File: src/rtl/a2d_resp_pkg.sv
`default_nettype none
// ============================================================================
//  Module  : a2d_pkg
//  Brief   : Shared constants and state encoding for the A2D SPI responder.
//  Rev     : 1.0  initial release
// ============================================================================
package a2d_pkg;

  localparam int FRAME_BITS = 16;
  localparam int CH_MSB     = 13;
  localparam int CH_LSB     = 11;
  localparam int RES_W      = 12;
  localparam int NUM_CH     = 8;
  localparam int CH_W       = $clog2(NUM_CH);
  localparam int CNT_W      = $clog2(FRAME_BITS) + 1;

  localparam logic [CNT_W-1:0] CNT_LAST = CNT_W'(FRAME_BITS - 1);

  typedef enum logic [1:0] {
    IDLE  = 2'd0,
    SHIFT = 2'd1,
    DONE  = 2'd2
  } state_t;

endpackage
`default_nettype wire

File: src/rtl/a2d_resp_if.sv
`default_nettype none
// ============================================================================
//  Module  : a2d_resp_if
//  Brief   : SPI link plus channel-register write port of the A2D responder.
//  Rev     : 1.0  initial release
// ============================================================================
interface a2d_resp_if;

  logic                       SS_n;
  logic                       SCLK;
  logic                       MOSI;
  logic                       MISO;
  logic                       wr_en;
  logic [a2d_pkg::CH_W-1:0]   wr_chnnl;
  logic [a2d_pkg::RES_W-1:0]  wr_data;
  logic                       frame_done;
  logic [a2d_pkg::CH_W-1:0]   last_chnnl;

  modport master (
    output SS_n, SCLK, MOSI, wr_en, wr_chnnl, wr_data,
    input  MISO, frame_done, last_chnnl
  );

  modport slave (
    input  SS_n, SCLK, MOSI, wr_en, wr_chnnl, wr_data,
    output MISO, frame_done, last_chnnl
  );

endinterface
`default_nettype wire

File: src/rtl/a2d_resp_spi_edge_sync.sv
`default_nettype none
// ============================================================================
//  Module  : spi_edge_sync
//  Brief   : 2-flop synchronizer with one-clk rise/fall pulses on its output.
//  Rev     : 1.0  initial release
// ============================================================================
module spi_edge_sync #(
  parameter logic RST_LVL = 1'b0
) (
  input  wire logic clk,
  input  wire logic rst_n,
  input  wire logic din,
  output logic      rise,
  output logic      fall
);

  // [1:0] is the synchronizer, [2] holds the previous synchronized level
  logic [2:0] r_sh;

  always_ff @(posedge clk or negedge rst_n) begin
    if (!rst_n) r_sh <= {3{RST_LVL}};
    else        r_sh <= {r_sh[1:0], din};
  end

  assign rise =  r_sh[1] & ~r_sh[2];
  assign fall = ~r_sh[1] &  r_sh[2];

endmodule
`default_nettype wire

File: src/rtl/a2d_resp.sv
`default_nettype none
// ============================================================================
//  Module  : a2d_resp
//  Brief   : SPI-mode-0 ADC stand-in; returns the channel addressed last frame.
//  Rev     : 1.0  initial release
// ============================================================================
module a2d_resp
  import a2d_pkg::*;
#(
  parameter logic [RES_W-1:0] RST_VAL = 12'h800
) (
  input  wire logic clk,
  input  wire logic rst_n,
  a2d_resp_if.slave bus
);

  logic ss_rise, ss_fall, sclk_rise, sclk_fall;
  logic [1:0] mosi_ff;
  logic mosi_s;

  state_t state, state_nxt;

  logic [CNT_W-1:0]      bit_cnt;
  logic [FRAME_BITS-2:0] tx_sr;      // bits still to send; MSB lives in miso
  logic [CH_MSB:0]       rx_sr;      // only the channel field and below matter
  logic [CH_W-1:0]       pend_ch;
  logic                  miso;
  logic                  frame_done;
  logic [RES_W-1:0]      ch_reg [NUM_CH];
  logic [FRAME_BITS-1:0] tx_load;

  // SS_n sync resets low so a select already asserted at reset release
  // produces no fall; the next frame waits for a genuine SS_n fall.
  spi_edge_sync #(.RST_LVL(1'b0)) u_ss_sync (
    .clk(clk), .rst_n(rst_n), .din(bus.SS_n), .rise(ss_rise), .fall(ss_fall)
  );

  spi_edge_sync #(.RST_LVL(1'b0)) u_sclk_sync (
    .clk(clk), .rst_n(rst_n), .din(bus.SCLK), .rise(sclk_rise), .fall(sclk_fall)
  );

  always_ff @(posedge clk or negedge rst_n) begin
    if (!rst_n) mosi_ff <= 2'b00;
    else        mosi_ff <= {mosi_ff[0], bus.MOSI};
  end
  assign mosi_s = mosi_ff[1];

  for (genvar g = 0; g < NUM_CH; g++) begin : g_ch
    always_ff @(posedge clk or negedge rst_n) begin
      if (!rst_n)                                   ch_reg[g] <= RST_VAL;
      else if (bus.wr_en && bus.wr_chnnl == CH_W'(g)) ch_reg[g] <= bus.wr_data;
    end
  end

  assign tx_load = {{(FRAME_BITS-RES_W){1'b0}}, ch_reg[pend_ch]};

  always_ff @(posedge clk or negedge rst_n) begin
    if (!rst_n) state <= IDLE;
    else        state <= state_nxt;
  end

  always_comb begin
    state_nxt = state;
    case (state)
      IDLE:    if (ss_fall) state_nxt = SHIFT;
      SHIFT:   if (ss_rise) state_nxt = IDLE;
               else if (sclk_rise && bit_cnt == CNT_LAST) state_nxt = DONE;
      DONE:    if (ss_rise) state_nxt = IDLE;
      default: state_nxt = IDLE;
    endcase
  end

  always_ff @(posedge clk or negedge rst_n) begin
    if (!rst_n) begin
      bit_cnt    <= '0;
      tx_sr      <= '0;
      rx_sr      <= '0;
      pend_ch    <= '0;
      miso       <= 1'b0;
      frame_done <= 1'b0;
    end else begin
      frame_done <= 1'b0;
      case (state)
        IDLE: if (ss_fall) begin
          tx_sr   <= tx_load[FRAME_BITS-2:0];
          miso    <= tx_load[FRAME_BITS-1];
          bit_cnt <= '0;
        end
        SHIFT: if (ss_rise) begin
          bit_cnt <= '0;
          miso    <= 1'b0;
        end else begin
          if (sclk_rise) begin
            rx_sr   <= {rx_sr[CH_MSB-1:0], mosi_s};
            bit_cnt <= bit_cnt + CNT_W'(1);
          end
          if (sclk_fall) begin
            tx_sr <= {tx_sr[FRAME_BITS-3:0], 1'b0};
            miso  <= tx_sr[FRAME_BITS-2];
          end
        end
        DONE: if (ss_rise) begin
          pend_ch    <= rx_sr[CH_MSB:CH_LSB];
          frame_done <= 1'b1;
          bit_cnt    <= '0;
          miso       <= 1'b0;
        end else if (sclk_fall) begin
          miso <= 1'b0;
        end
        default: miso <= 1'b0;
      endcase
    end
  end

  // last_chnnl always equals the pending channel, so one register serves both
  assign bus.MISO       = miso;
  assign bus.frame_done = frame_done;
  assign bus.last_chnnl = pend_ch;

endmodule
`default_nettype wire

File: src/flat_wrapper.sv
// flat-port wrapper written by rule: the top's interface ports become plain ports
module a2d_resp_flat import a2d_pkg::*;
#(
  parameter logic [RES_W-1:0] RST_VAL = 12'h800
)
  (clk, rst_n, bus_SS_n, bus_SCLK, bus_MOSI, bus_wr_en, bus_wr_chnnl, bus_wr_data, bus_MISO, bus_frame_done, bus_last_chnnl);
  a2d_resp_if bus_i ();
  input  wire logic clk;
  input  wire logic rst_n;
  input wire logic [$bits(bus_i.SS_n)-1:0] bus_SS_n;
  input wire logic [$bits(bus_i.SCLK)-1:0] bus_SCLK;
  input wire logic [$bits(bus_i.MOSI)-1:0] bus_MOSI;
  input wire logic [$bits(bus_i.wr_en)-1:0] bus_wr_en;
  input wire logic [$bits(bus_i.wr_chnnl)-1:0] bus_wr_chnnl;
  input wire logic [$bits(bus_i.wr_data)-1:0] bus_wr_data;
  output wire logic [$bits(bus_i.MISO)-1:0] bus_MISO;
  output wire logic [$bits(bus_i.frame_done)-1:0] bus_frame_done;
  output wire logic [$bits(bus_i.last_chnnl)-1:0] bus_last_chnnl;
  assign bus_i.SS_n = bus_SS_n;
  assign bus_i.SCLK = bus_SCLK;
  assign bus_i.MOSI = bus_MOSI;
  assign bus_i.wr_en = bus_wr_en;
  assign bus_i.wr_chnnl = bus_wr_chnnl;
  assign bus_i.wr_data = bus_wr_data;
  assign bus_MISO = bus_i.MISO;
  assign bus_frame_done = bus_i.frame_done;
  assign bus_last_chnnl = bus_i.last_chnnl;
  a2d_resp #(.RST_VAL(RST_VAL)) u_core (.clk(clk), .rst_n(rst_n), .bus(bus_i));
endmodule
File: config.mk
export PLATFORM = sky130hd
export DESIGN_NAME = a2d_resp_flat
export DESIGN_NICKNAME = d
export VERILOG_FILES = /design/src/rtl/a2d_resp_pkg.sv /design/src/rtl/a2d_resp_if.sv /design/src/rtl/a2d_resp_spi_edge_sync.sv /design/src/rtl/a2d_resp.sv /design/src/flat_wrapper.sv
export SDC_FILE = /design/constraint.sdc
export NUM_CORES = 1
export LEC_CHECK = 0
export CAP_MARGIN = 10
export CORE_AREA = 5 5 121 168
export CTS_CLUSTER_DIAMETER = 30
export CTS_CLUSTER_SIZE = 30
export DETAILED_ROUTE_END_ITERATION = 7
export DIE_AREA = 0 0 126 173
export SYNTH_ARGS = -nofsm -noshare
export SYNTH_HDL_FRONTEND = slang
export SYNTH_SLANG_ARGS = --single-unit
export TNS_END_PERCENT = 20
File: constraint.sdc
create_clock -name clk -period 1.58 [get_ports clk]
set_input_delay 0.237 -clock clk [delete_from_list [all_inputs] [get_ports clk]]
set_output_delay 0.237 -clock clk [all_outputs]
set_load 0.1 [all_outputs]
After elaboration in Yosys (flattened, before gate mapping)
Cells that the tools add are included.
{"block": "totals", "output_inout_bits": 5, "word_cells": 92, "inputBits": 21, "regBits": 145}
{"block": "classes", "n_bitwise": 10, "n_eq_ne": 18, "n_addsub": 1, "muxes": 25, "order_cmp": 1, "reduce_logical": 19}
{"cell": "$mux W15", "n": 3}
{"cell": "$bmux W12 S3", "n": 1}
{"cell": "$pmux W15 S2", "n": 1}
{"cell": "$mux W12", "n": 2}
{"cell": "$mux W5", "n": 4}
{"cell": "$pmux W5 S3", "n": 1}
{"cell": "$eq A3 B3 Y1 const B", "n": 4}
{"cell": "$ne A3 B1 Y1 const B", "n": 4}
{"cell": "$logic_and A1 B1 Y1", "n": 9}
{"cell": "$reduce_and A3 Y1", "n": 3}
{"cell": "$mux W2", "n": 4}
{"cell": "$reduce_and A4 Y1", "n": 2}
{"cell": "$mux W1", "n": 7}
{"cell": "$eq A3 B2 Y1 const B", "n": 2}
{"cell": "$ne A2 B1 Y1 const B", "n": 3}
{"cell": "$pmux W2 S3", "n": 1}
{"cell": "$add A5 B1 Y5 const B", "n": 1}
{"cell": "$eq A5 B4 Y1 const B", "n": 1}
{"cell": "$not A1 Y1", "n": 5}
{"cell": "$and A1 B1 Y1", "n": 4}
{"cell": "$ge A4 B4 Y1 const B", "n": 1}
{"cell": "$not A3 Y4", "n": 1}
{"cell": "$eq A3 B1 Y1 const B", "n": 1}
{"cell": "$logic_not A3 Y1", "n": 1}
{"cell": "8 further kinds", "n": 8}

Longest topological paths before layout
{"block": "logic_depth", "depth_word": 6, "mapped_depth": 7, "mapped_depth_nobuf": 6}

Modules after synthesis
Synthesis repeated with hierarchy kept, for this count alone.
{"block": "hier_totals", "hier_cells": 426, "hier_area_um2": 6468.7}
{"mod": "a2d_resp", "cells_each": 416, "seq_area_each_um2": 3488.3, "area_per_inst_um2": 6288.5, "n_inst": 1}
{"mod": "spi_edge_sync", "cells_each": 5, "seq_area_each_um2": 75.1, "area_per_inst_um2": 90.1, "n_inst": 2}

Least setup slack after synthesis
OpenSTA, ideal clock, no wires.
{"block": "synth_path", "path_type": "reg-to-reg", "start": "reg u_core.pend_ch[1], in the netlist u_core.bus.last_chnnl[1]", "end": "reg u_core.tx_sr[10]", "path_buffers": 2, "stages_incl_launch_ff": 6, "setup_slack_ns": -0.677, "arrival_ns": 2.127, "path_cell_list": "dfrtp_1 > buf_2 > buf_6 > mux4_2 > o2111ai_1 > nand3_1"}
{"block": "synth_via", "elab_chain_cells": 6}
{"element": "start: declaration", "line_no": "a2d_resp.sv:26", "source": "logic [CH_W-1:0] pend_ch;"}
{"element": "start signal: assignment", "line_no": "a2d_resp.sv:103", "source": "pend_ch <= rx_sr[CH_MSB:CH_LSB];"}
{"element": "$not A3 Y4 (implied by the code)", "line_no": "a2d_resp.sv:55", "source": "assign tx_load = {{(FRAME_BITS-RES_W){1'b0}}, ch_reg[pend_ch]};"}
{"element": "$bmux W12 S3", "line_no": "a2d_resp.sv:55"}
{"element": "$mux W12 (implied by the code) (2 in series)", "line_no": "a2d_resp.sv:55"}
{"element": "$mux W15", "line_no": "a2d_resp.sv:84", "source": "IDLE: if (ss_fall) begin"}
{"element": "$pmux W15 S2", "line_no": "a2d_resp.sv:83", "source": "case (state)"}
{"element": "end signal: assignment", "line_no": "a2d_resp.sv:85", "source": "tx_sr <= tx_load[FRAME_BITS-2:0];"}
{"element": "end signal: assignment", "line_no": "a2d_resp.sv:98", "source": "tx_sr <= {tx_sr[FRAME_BITS-3:0], 1'b0};"}
{"element": "end: declaration", "line_no": "a2d_resp.sv:24", "source": "logic [FRAME_BITS-2:0] tx_sr;"}
No other way between the ends. The select of a mux whose other input is x is not followed.
A chain may end at the register's enable or synchronous reset.

Worst setup path in the final report
{"block": "layout_path", "start": "reg u_core.pend_ch[0], in the netlist u_core.bus.last_chnnl[0]", "end": "reg u_core.tx_sr[0]"}
The elaborated chain is that of the path after synthesis.

==> impl_metrics.csv <==
group,metric,value,unit
run_status,status,"finished, violations left",
run_status,failed_checks,"negative setup slack",
detailed_routing,firstDrtPassIters,5,
finish,finalNetCount,541,
worst_setup_path,start_kind,"flip-flop",
worst_setup_path,reg2reg_slack,-0.03,ns
detailed_routing,routed_wl,13.8,mm
pwr,p_int,8.06,mW
worst_setup_path,cp.arrival,1.91,ns
grt,grt_max_degree,43,
finish,antenna_cells,0,
yosys,syn_inst,439,
detailed_routing,vias,3896,
sta,slew_violations,0,
grt,grt_usage,13.2,%
sta,relSlewSlack,70.7,%
clocking,numCtsBuffers,17,
worst_setup_path,critical_path_class,"flip-flop to flip-flop",
pwr,p_sw,2.63,mW
placement,port_buffers,25,
sta,whs,0.263,ns
pwr,seqPwrFrac,46.2,%
clocking,clkTransAtPathRegs,0.06,ns
clocking,clk_latency,0.42,ns
die,dieArea,0.0218,mm²
sta,layout_min_cycle_time,1.61,ns
detailed_routing,viasPerCell,5.03,
die,fp.dieW,126,µm
finish,final_cells,775,
die,io_pins,26,
placement,hpwl,9.16,mm
sta,rsz0062_at_grt,"yes",
detailed_routing,final_antenna_net_count,0,
worst_setup_path,worst_setup_path_end_kind,"flip-flop",
sta,post-route-period-util,102,%
yosys,yosysSeqAreaShare,57.0,%
clocking,clockBufferDepth,2,
clocking,clock-sinks,145,
finish,syn_to_final_growth,29.6,%
sta,finClkSkew,0.00810,ns
grt,overflow,0,
job,drv_cap,0,
pwr,clkPwrFrac,38.9,%
grt,grt_pass1_vias,4205,
pwr,swShare,24.6,%
pwr,vdd_ir_drop_max,1.00,mV
die,placementRows,59,
sta,worstMarginPinSlew,0.439,ns
placement,post-place-ws,-0.279,ns
yosys,syn-cell-area,0.00638,mm²
die,die_y,173,µm
detailed_routing,wl_per_cell,17.9,µm
pwr,powerDensity,1290,mW/mm²
detailed_routing,route.detailed.drc,0,
grt,antenna_found_initial,0,
finish,largest_reg_flops,96,
yosys,syn-num-nets,462,
yosys,synthDistinctLibCells,43,
die,core_area,0.0186,mm²
grt,grt_pass1_wl,22.8,mm
pwr,leakage,3.48,nW
worst_setup_path,cp.required,1.88,ns
detailed_routing,drt_iter0_markers,192,
finish,fillCellCount,1681,
pwr,comb_power_share,14.9,%
sta,setup_slack,-0.0283,ns
placement,dp.cells,730,
sta,setup_viol,1,
sta,max_freq,0.622,GHz
clocking,cts_tree,"yes",
finish,drive_above_1_share,49.9,%
placement,gp_congestion,0.793,
die,start_util,34.3,%
yosys,synth_warnings,0,
yosys,syn_avg_cell_area,14.5,µm²
yosys,yosys_register_bits,145,
sta,final-hold-violation-count,0,
clocking,htree_levels,4,
worst_setup_path,crit_fanout,5,
hold_path,min_path_type,"primary input to flip-flop",
clocking,cts_root_buf,"clkbuf_16",
-- layout by cell type (no fill, tap or decap), types with 8 or more instances in the layout --
cell type,synthesis,layout
buf_12,0,21
buf_4,3,32
clkbuf_16,0,17
clkdlybuf4s50_1,0,19
dfrtp_1,137,131
dfstp_2,8,8
mux2_2,114,113
mux2i_1,12,12
mux4_2,14,17
nand2_1,35,34
nand3_1,12,12
-- final timing paths --
path,startpoint,to,cells after the start
worst max-delay path,u_core.bus.last_chnnl[0],u_core.tx_sr[0],3
worst min-delay path,bus_MOSI,u_core.mosi_ff[0],1
worst max register to register,u_core.bus.last_chnnl[0],u_core.tx_sr[0],3
worst min register to register,u_core.mosi_ff[0],u_core.mosi_ff[1],0
max in group asynchronous,rst_n,u_core.ch_reg[23],3
min in group asynchronous,rst_n,u_core.rx_sr[5],2
-- synthesized netlist by cell type --
master,instances,share of area [%]
or3_1,1,0.098
nor3b_1,2,0.24
o31a_1,1,0.14
a21o_1,1,0.12
o22ai_1,10,0.98
nor2_1,8,0.47
clkbuf_1,1,0.059
nor3_1,4,0.31
nand4b_1,3,0.41
dfstp_2,8,3.3
o211ai_1,1,0.12
nand2_1,35,2.1
o22a_1,1,0.14
nor3b_2,1,0.20
o21ai_0,1,0.078
ha_1,2,0.39
nand2b_2,1,0.14
a41oi_1,1,0.14
inv_1,4,0.24
nor4b_4,1,0.37
mux2i_1,12,1.9
a22o_1,4,0.55
dfrtp_1,137,54
a41o_1,1,0.16
mux4_2,14,4.9
nand3_1,12,0.94
mux4_1,4,1.6
o31ai_4,1,0.33
and4b_1,1,0.16
and3_1,2,0.20
a21oi_1,6,0.47
buf_4,3,0.35
nand4_1,2,0.20
nor2b_1,5,0.49
o2111ai_1,6,0.82
buf_2,12,0.94
nand2b_1,7,0.69
a21boi_0,2,0.24
xnor2_1,1,0.14
o21bai_1,1,0.12
and4bb_2,1,0.20
mux2_2,114,20
buf_6,4,0.71
-- what timing repair did --
item	4_1_cts	5_1_grt
gates cloned	1	0
endpoints found under the hold margin	38	0
endpoints found under the setup margin	33	34
gates resized for setup	16	20
pin swaps	4	4
buffers inserted	9	3
hold buffers	1	0
-- area by class of cell --
class                           count  area (µm²)  area share, %
Clock buffer                       19         443           5.36
Clock inverter                     13         178           2.15
Inverter                            4        15.0          0.182
Multi-Input combinational cell    270        2730           33.0
Sequential cell                   145        3650           44.2
Tap cell                          244         305           3.69
Timing Repair Buffer               80         943           11.4
-- layer usage --
metal	wire (µm)	part of all wire, %	track usage [%]	vias up
met1	5860	42	16.1	2055
met3	250	1.8	2.81	15
li1	-	-	-	1785
met2	7500	54	23.2	41
met5	0	0	0	-
met4	235	1.7	4.52	0
-- power by group through the flow --
stage	logic (mW)	clock network (mW)	registers (mW)
3_3_place_gp	1.44	0	4.93
4_1_cts	1.55	4.24	4.92
2_1_floorplan	1.07	0	4.84
3_5_place_dp	1.50	0	4.99
6_report	1.59	4.16	4.94
5_1_grt	1.76	4.41	5.04
-- cells by family after synthesis --
kind of cell	Yosys count	synth area share (%)
buf+inv	24	2.29
compound gates	37	4.39
xor+xnor	1	0.137
fa+ha+maj	2	0.392
simple gates	86	7.16
flops	145	57.0
mux	144	28.6
-- metrics by stage --
step | TNS (ns) | utilization, % | cell area (µm²) | total power, mW
after global placement | -14.03 | 39.7 | 7390 | 6.37
after global routing | -0.308 | 44.4 | 8270 | 11.2
after floorplan | -1.77 | - | 6400 | 5.91
final | -0.0283 | 44.4 | 8270 | 10.7
after CTS | -0.0476 | 44.0 | 8180 | 10.7
after detailed placement | -18.81 | 39.7 | 7390 | 6.49
-- worst max-delay path, stage by stage (launching register included) --
cell     delay [ns]
dfrtp_4        0.49
mux4_2         0.53
mux2_4         0.29
a22o_1         0.19
No activity file was read; power rests on OpenSTA's default activity.
